## src/rtl/track_key_debounce.sv

```systemverilog
// Six-track button debouncer: samples synchronized keys once per clk_2ms edge and
// produces clean levels, one-cycle press/release pulses and a long-press flag per track.
module track_key_debounce #(
    parameter int N_TRK      = 6,
    parameter int DEB_TICKS  = 5,
    parameter int HOLD_TICKS = 150
) (
    input  logic             clk,
    input  logic             reset,
    input  logic             clk_2ms,
    input  logic [N_TRK-1:0] key_raw,
    output logic [N_TRK-1:0] key_level,
    output logic [N_TRK-1:0] key_press,
    output logic [N_TRK-1:0] key_release,
    output logic [N_TRK-1:0] key_hold,
    output logic             any_press
);

    localparam int CNT_W  = $clog2(DEB_TICKS);
    localparam int HOLD_W = $clog2(HOLD_TICKS + 1);
    localparam logic [CNT_W-1:0]  CNT_LAST = CNT_W'(DEB_TICKS - 1);
    localparam logic [HOLD_W-1:0] HOLD_MAX = HOLD_W'(HOLD_TICKS);

    typedef enum logic [1:0] {
        IDLE         = 2'd0,
        PRESS_WAIT   = 2'd1,
        PRESSED      = 2'd2,
        RELEASE_WAIT = 2'd3
    } trk_state_t;

    // Handshake: none. Inputs are free-running levels; outputs are registered
    // levels/pulses that a consumer samples every clk cycle without back-pressure.

    logic s1, s2, s3;
    logic tick;
    logic [N_TRK-1:0] key_m, key_s;

    // Per-track FSM state is kept in named arrays so checkers can bind to them.
    trk_state_t        state_q [N_TRK];
    trk_state_t        state_d [N_TRK];
    logic [CNT_W-1:0]  cnt_q   [N_TRK];
    logic [CNT_W-1:0]  cnt_d   [N_TRK];
    logic [HOLD_W-1:0] hold_q  [N_TRK];
    logic [HOLD_W-1:0] hold_d  [N_TRK];

    logic [N_TRK-1:0] level_d, press_d, release_d, hold_flag_d;

    always_ff @(posedge clk or negedge reset) begin
        if (!reset) begin
            s1    <= 1'b0;
            s2    <= 1'b0;
            s3    <= 1'b0;
            key_m <= '0;
            key_s <= '0;
        end else begin
            s1    <= clk_2ms;
            s2    <= s1;
            s3    <= s2;
            key_m <= key_raw;
            key_s <= key_m;
        end
    end

    assign tick = s2 ^ s3;

    always_ff @(posedge clk or negedge reset) begin
        if (!reset) begin
            for (int i = 0; i < N_TRK; i++) begin
                state_q[i] <= IDLE;
                cnt_q[i]   <= '0;
                hold_q[i]  <= '0;
            end
            key_level   <= '0;
            key_press   <= '0;
            key_release <= '0;
            key_hold    <= '0;
        end else begin
            for (int i = 0; i < N_TRK; i++) begin
                state_q[i] <= state_d[i];
                cnt_q[i]   <= cnt_d[i];
                hold_q[i]  <= hold_d[i];
            end
            key_level   <= level_d;
            key_press   <= press_d;
            key_release <= release_d;
            key_hold    <= hold_flag_d;
        end
    end

    always_comb begin
        press_d     = '0;
        release_d   = '0;
        level_d     = '0;
        hold_flag_d = key_hold;
        for (int i = 0; i < N_TRK; i++) begin
            state_d[i] = state_q[i];
            cnt_d[i]   = cnt_q[i];
            hold_d[i]  = hold_q[i];
            if (tick) begin
                case (state_q[i])
                    IDLE: begin
                        if (key_s[i]) begin
                            state_d[i] = PRESS_WAIT;
                            cnt_d[i]   = CNT_W'(1);
                        end
                    end
                    PRESS_WAIT: begin
                        if (!key_s[i]) begin
                            state_d[i] = IDLE;
                            cnt_d[i]   = '0;
                        end else if (cnt_q[i] == CNT_LAST) begin
                            state_d[i] = PRESSED;
                            cnt_d[i]   = '0;
                            hold_d[i]  = '0;
                            press_d[i] = 1'b1;
                        end else begin
                            cnt_d[i] = cnt_q[i] + CNT_W'(1);
                        end
                    end
                    PRESSED: begin
                        if (!key_s[i]) begin
                            state_d[i] = RELEASE_WAIT;
                            cnt_d[i]   = CNT_W'(1);
                        end else if (hold_q[i] != HOLD_MAX) begin
                            // Saturating count; the flag latches on the tick it reaches the limit.
                            hold_d[i] = hold_q[i] + HOLD_W'(1);
                            if (hold_d[i] == HOLD_MAX) begin
                                hold_flag_d[i] = 1'b1;
                            end
                        end
                    end
                    RELEASE_WAIT: begin
                        if (key_s[i]) begin
                            state_d[i] = PRESSED;
                            cnt_d[i]   = '0;
                        end else if (cnt_q[i] == CNT_LAST) begin
                            state_d[i]     = IDLE;
                            cnt_d[i]       = '0;
                            hold_d[i]      = '0;
                            hold_flag_d[i] = 1'b0;
                            release_d[i]   = 1'b1;
                        end else begin
                            cnt_d[i] = cnt_q[i] + CNT_W'(1);
                        end
                    end
                    default: begin
                        state_d[i] = IDLE;
                        cnt_d[i]   = '0;
                    end
                endcase
            end
            level_d[i] = (state_d[i] == PRESSED) || (state_d[i] == RELEASE_WAIT);
        end
    end

    assign any_press = |key_press;

endmodule

```

## config.mk

```make
export PLATFORM = sky130hd
export DESIGN_NAME = track_key_debounce
export DESIGN_NICKNAME = d
export VERILOG_FILES = /design/src/rtl/track_key_debounce.sv
export SDC_FILE = /design/constraint.sdc
export NUM_CORES = 1
export LEC_CHECK = 0
export ABC_AREA = 1
export CAP_MARGIN = 20
export CORE_ASPECT_RATIO = 0.5
export CORE_MARGIN = 5
export CORE_UTILIZATION = 65
export CTS_CLUSTER_DIAMETER = 30
export CTS_CLUSTER_SIZE = 28
export DETAILED_ROUTE_END_ITERATION = 7
export PLACE_DENSITY = 0.86
export SYNTH_ARGS = -nofsm -noshare
export SYNTH_HDL_FRONTEND = slang
export SYNTH_SLANG_ARGS = --single-unit
```

## constraint.sdc

```tcl
create_clock -name clk -period 3.2 [get_ports clk]
set_input_delay 0.64 -clock clk [delete_from_list [all_inputs] [get_ports clk]]
set_output_delay 0.64 -clock clk [all_outputs]
set_load 0.05 [all_outputs]
```

; ---- Word-level counts from Yosys, hierarchy flattened
; Index checks and enable logic that the tools add are counted.
[word_totals]
reg_bits = 117
[op_classes]
n_addsub = 12
n_eq_ne = 96
muxes = 198
n_bitwise = 1
n_reduce_logical = 43
[op_table]
columns = op, count
row1 = $mux W8, 30
row2 = $pmux W8 S3, 6
row3 = $ne A2 B2 Y1 const B, 48
row4 = $mux W3, 30
row5 = $mux W2, 42
row6 = $mux W1, 72
row7 = $pmux W3 S4, 6
row8 = $add A8 B1 Y8 const B, 6
row9 = $eq A2 B2 Y1 const B, 24
row10 = $eq A8 B8 Y1 const B, 6
row11 = $ne A8 B8 Y1 const B, 6
row12 = $pmux W2 S4, 6
row13 = $reduce_and A7 Y1, 6
row14 = $reduce_and A6 Y1, 6
row15 = $add A3 B1 Y3 const B, 6
row16 = $eq A3 B3 Y1 const B, 6
row17 = $reduce_and A3 Y1, 6
row18 = $reduce_bool A3 Y1, 6
row19 = $eq A2 B1 Y1 const B, 6
row20 = $logic_not A2 Y1, 6
row21 = $pmux W1 S2, 6
row22 = $reduce_bool A2 Y1, 6
row23 = $logic_or A1 B1 Y1, 6
row24 = $reduce_or A6 Y1, 1
row25 = $xor A1 B1 Y1, 1

; ---- Logic depth before layout (Yosys ltp)
[logic_depth]
ltp_word = 7
depth_mapped = 11
ltp_nobuf = 11

; ---- Worst setup path after synthesis
; OpenSTA, ideal clock, no wires.
[synth_timing]
path_type = register to output
start = register key_press[3]
end = output port any_press
arrival_time_ps = 1191
setup_slack_ps = 1369
path_stages_with_launch = 3
cell_sequence = dfrtp_1 -> nor4_1 -> nand2_1
[synth_between]
elab_chain_cells = 1
[synth_rtl]
columns = item, line
row1 = "start, declared", 13  ; output logic [N_TRK-1:0] key_press,
row2 = "start signal, assigned", 84  ; key_press <= press_d;
row3 = $reduce_or A6 Y1, 156  ; assign any_press = |key_press;
row4 = "end, declared", 16  ; output logic any_press
; No other way between the ends.

; ---- Final worst setup path
; Ends and elaborated chain as after synthesis.

==> impl_metrics.env <==
export IMPL_critical_path_class="register to output pin"
export IMPL_path_max_fanout=2
export IMPL_gp_congestion=0.882
export IMPL_rows=25
export IMPL_rr_worst_depth=10
export IMPL_clock_sink_count=117
export IMPL_cts_clk_slew_worst_paths_ns=0.05
export IMPL_area_growth_syn_to_layout_pct=17.2
export IMPL_p_leak_nw=3.64
export IMPL_place_hpwl_mm=9.07
export IMPL_post_cts_repair_setup_buffers=0
export IMPL_grt_overflow=0
export IMPL_yosys_cell_types_count=34
export IMPL_numCtsBuffers=17
export IMPL_p_per_area_nw_per_um2=682
export IMPL_synthAdderAreaFrac_pct=5.96
export IMPL_ys_ff_latch=117
export IMPL_ys_seq_area_share_pct=46.5
export IMPL_place_area_um2=6750
export IMPL_clock_path_buffers=2
export IMPL_crit_chain="nor4_1 > nand2_1 > clkdlybuf4s50_1"
export IMPL_hold_violations=0
export IMPL_start_kind="register"
export IMPL_finalSetupViolCount=0
export IMPL_hold_ws_ns=0.183
export IMPL_yosys_area_top_type="dfrtp_1"
export IMPL_antenna_cells=0
export IMPL_vias_per_cell=5.48
export IMPL_grt_pass1_wl_mm=24.2
export IMPL_synth_avg_cell_area_um2=8.23
export IMPL_ios=34
export IMPL_cap_violations=0
export IMPL_globalRouteMet3Util_pct=6.86
export IMPL_synth_most_common_cell="nand2_1"
export IMPL_syn_nets=804
export IMPL_dr_pass1_iters=5
export IMPL_arrival_ns=1.84
export IMPL_netlist_instances=765
export IMPL_worst_endpoint_required_ns=2.56
export IMPL_die_h_um=79.6
export IMPL_port_buffers=33
export IMPL_drt_initial_drc_count=429
export IMPL_grt_max_degree=51
export IMPL_drive_above_1_share_pct=8.38
export IMPL_grt_use_met1_pct=30.9
export IMPL_cts_resized=0
export IMPL_worst_pin_slew_ns=0.589
export IMPL_synth_async_reset_ratio_pct=100
export IMPL_end_kind="output pin"
export IMPL_synthTopCellsByArea="dfrtp_1 47%, nand2_1 9.2%, inv_1 7.8%"
export IMPL_syn_area_um2=6290
export IMPL_slew_headroom_pct=60.6
export IMPL_fillers=607
export IMPL_vdd_drop_max_uv=472
export IMPL_setup_slack_ns=0.724
export IMPL_die_area_um2=11900
export IMPL_synth_compound_area_share_pct=11.3
export IMPL_min_period_over_period_pct=77.4
export IMPL_yosysTopAreaCellShare_pct=46.5
export IMPL_yosys_warnings=0
export IMPL_synth_mux_area_fraction_pct=0
export IMPL_r2r_start="s2$_DFF_PN0_"
export IMPL_cts_root_buffer="clkbuf_16"
export IMPL_start_util_pct=66.6
export IMPL_top_usage_layer="met2"
export IMPL_ctsHoldBuffers=0
export IMPL_fmax_mhz=404
export IMPL_fin_crit_ns=2.48
export IMPL_synthXorXnorAreaFrac_pct=3.06
export IMPL_hold_class="input port to async pin"
export IMPL_antenna_found_initial=0
export IMPL_ant_nets=0
export IMPL_layout_nets=850
export IMPL_grt_pass1_vias=5236
export IMPL_max_stage_delay_ns=0.70
export IMPL_cts_tree="done"
export IMPL_multi_input_area_um2=2780
export IMPL_drc=0
export IMPL_synth_top_flop_cell="dfrtp_1"
export IMPL_synth_top_family_by_area="simple AND/OR/NAND/NOR gates"
export IMPL_num_vias=5253
export IMPL_finalInstanceArea_um2=7370
export IMPL_ys_top_cells_by_count="155 x nand2_1, 131 x inv_1, 117 x dfrtp_1"
export IMPL_synthSimpleGateAreaFrac_pct=23.9
export IMPL_gr_usage_met2_pct=44.8
export IMPL_final_max_slew_viol_count=0
export IMPL_dieWidth_um=149
export IMPL_clk_latency_ns=0.41
export IMPL_worst_clock_skew_ns=0.00461
export IMPL_crit_slowest_cell="clkdlybuf4s50_1"
export IMPL_setup_tns_final_ns=0
export IMPL_coreArea_um2=9450
export IMPL_reg2reg_setup_slack_ns=1.06
export IMPL_dp_slack_ns=1.15
export IMPL_rsz0062_at_grt="false"
export IMPL_wl_per_cell_um=14.3
export IMPL_h_tree_depth=4
export IMPL_grtUsageTotal_pct=25.5
export IMPL_synth_edf_count=0
export IMPL_status="finished clean"
export IMPL_worst_r2r_endpoint="hold_q[30]$_DFFE_PN0P_"
export IMPL_seq_area_um2=2930
export IMPL_drt_total_wl_mm=13.7
==> worst max path at each step <==
stage | depth (start not counted) | to | slack, ns | from
6_report | 3 | any_press | 0.72 | key_press[3]$_DFF_PN0_
5_1_grt | 3 | any_press | 0.62 | key_press[3]$_DFF_PN0_
4_1_cts | 3 | any_press | 0.72 | key_press[3]$_DFF_PN0_
3_5_place_dp | 3 | any_press | 1.15 | key_press[3]$_DFF_PN0_
3_3_place_gp | 3 | any_press | 1.17 | key_press[3]$_DFF_PN0_
2_1_floorplan | 2 | any_press | 1.37 | key_press[3]$_DFF_PN0_
==> layer usage <==
layer	share of wire, %	vias to the layer above
met4	1.8	0
met2	50	152
met3	5.2	33
met5	0	-
li1	-	2572
met1	43	2496
==> worst max-delay path: cells and delay by family (launching register included) <==
kind	cells	cell delay (ns)
DFF	1	0.37
buffers and inverters	1	0.70
and+or+nand+nor	2	0.35
==> state kept, by name, summed over array words and instances (netlist names) <==
register	cells
hold_q	48
cnt_q	18
state_q	12
key_hold	6
key_level	6
key_m	6
key_press	6
key_release	6
key_s	6
s1	1
s2	1
s3	1
==> placed cells by master (no fill, tap or decap), drive strengths merged <==
cell type	synthesis	layout
o22ai	24	24
bufinv	0	4
dfrtp	117	117
clkbuf	0	20
buf	8	3
clkinv	0	7
xor2	15	15
ha	30	30
and3	3	3
o21bai	6	6
nor2	76	76
nor4	6	6
nand4	11	11
nor3	16	16
inv	138	138
a21o	1	1
o32ai	5	5
a31o	5	5
nand2	162	162
a211oi	5	5
o21ai	64	64
xnor2	7	7
nand3	55	55
a21oi	9	9
clkdlybuf4s50	0	32
nand3b	2	2
==> report_power, final <==
| group | leakage (nW) | internal, W | switching, W |
|---|---|---|---|
| clock | 0.315 | 0.00135 | 0.000650 |
| sequential | 1.57 | 0.00169 | 0.000223 |
| combinational | 1.76 | 0.000367 | 0.000752 |
==> cell type report <==
type                    instances  area share (%)
clock buffers                  20            6.33
clock inverters                11            2.10
repair buffers                 35            4.82
well taps                     135            2.29
multi-input cells             502            37.7
inverters                     138            7.02
flip-flops and latches        117            39.7
==> per-stage QoR <==
step                std cells  util (%)  total power (W)
floorplan                 765         -          0.00272
global placement          927      71.5          0.00295
detailed placement        927      71.5          0.00302
CTS                       958      78.1          0.00503
global route              958      78.1          0.00531
finish                    958      78.1          0.00503
==> cells by family (layout without fill, tap and decap cells) <==
kind of cell               Yosys count  after routing
and+or+nand+nor                    331            331
AOI/OAI and AO/OA                  119            119
buffers and inverters              146            204
xor gates and xnor gates            22             22
DFF                                117            117
adders and majority gates           30             30
No activity file was read; power rests on OpenSTA's default activity.
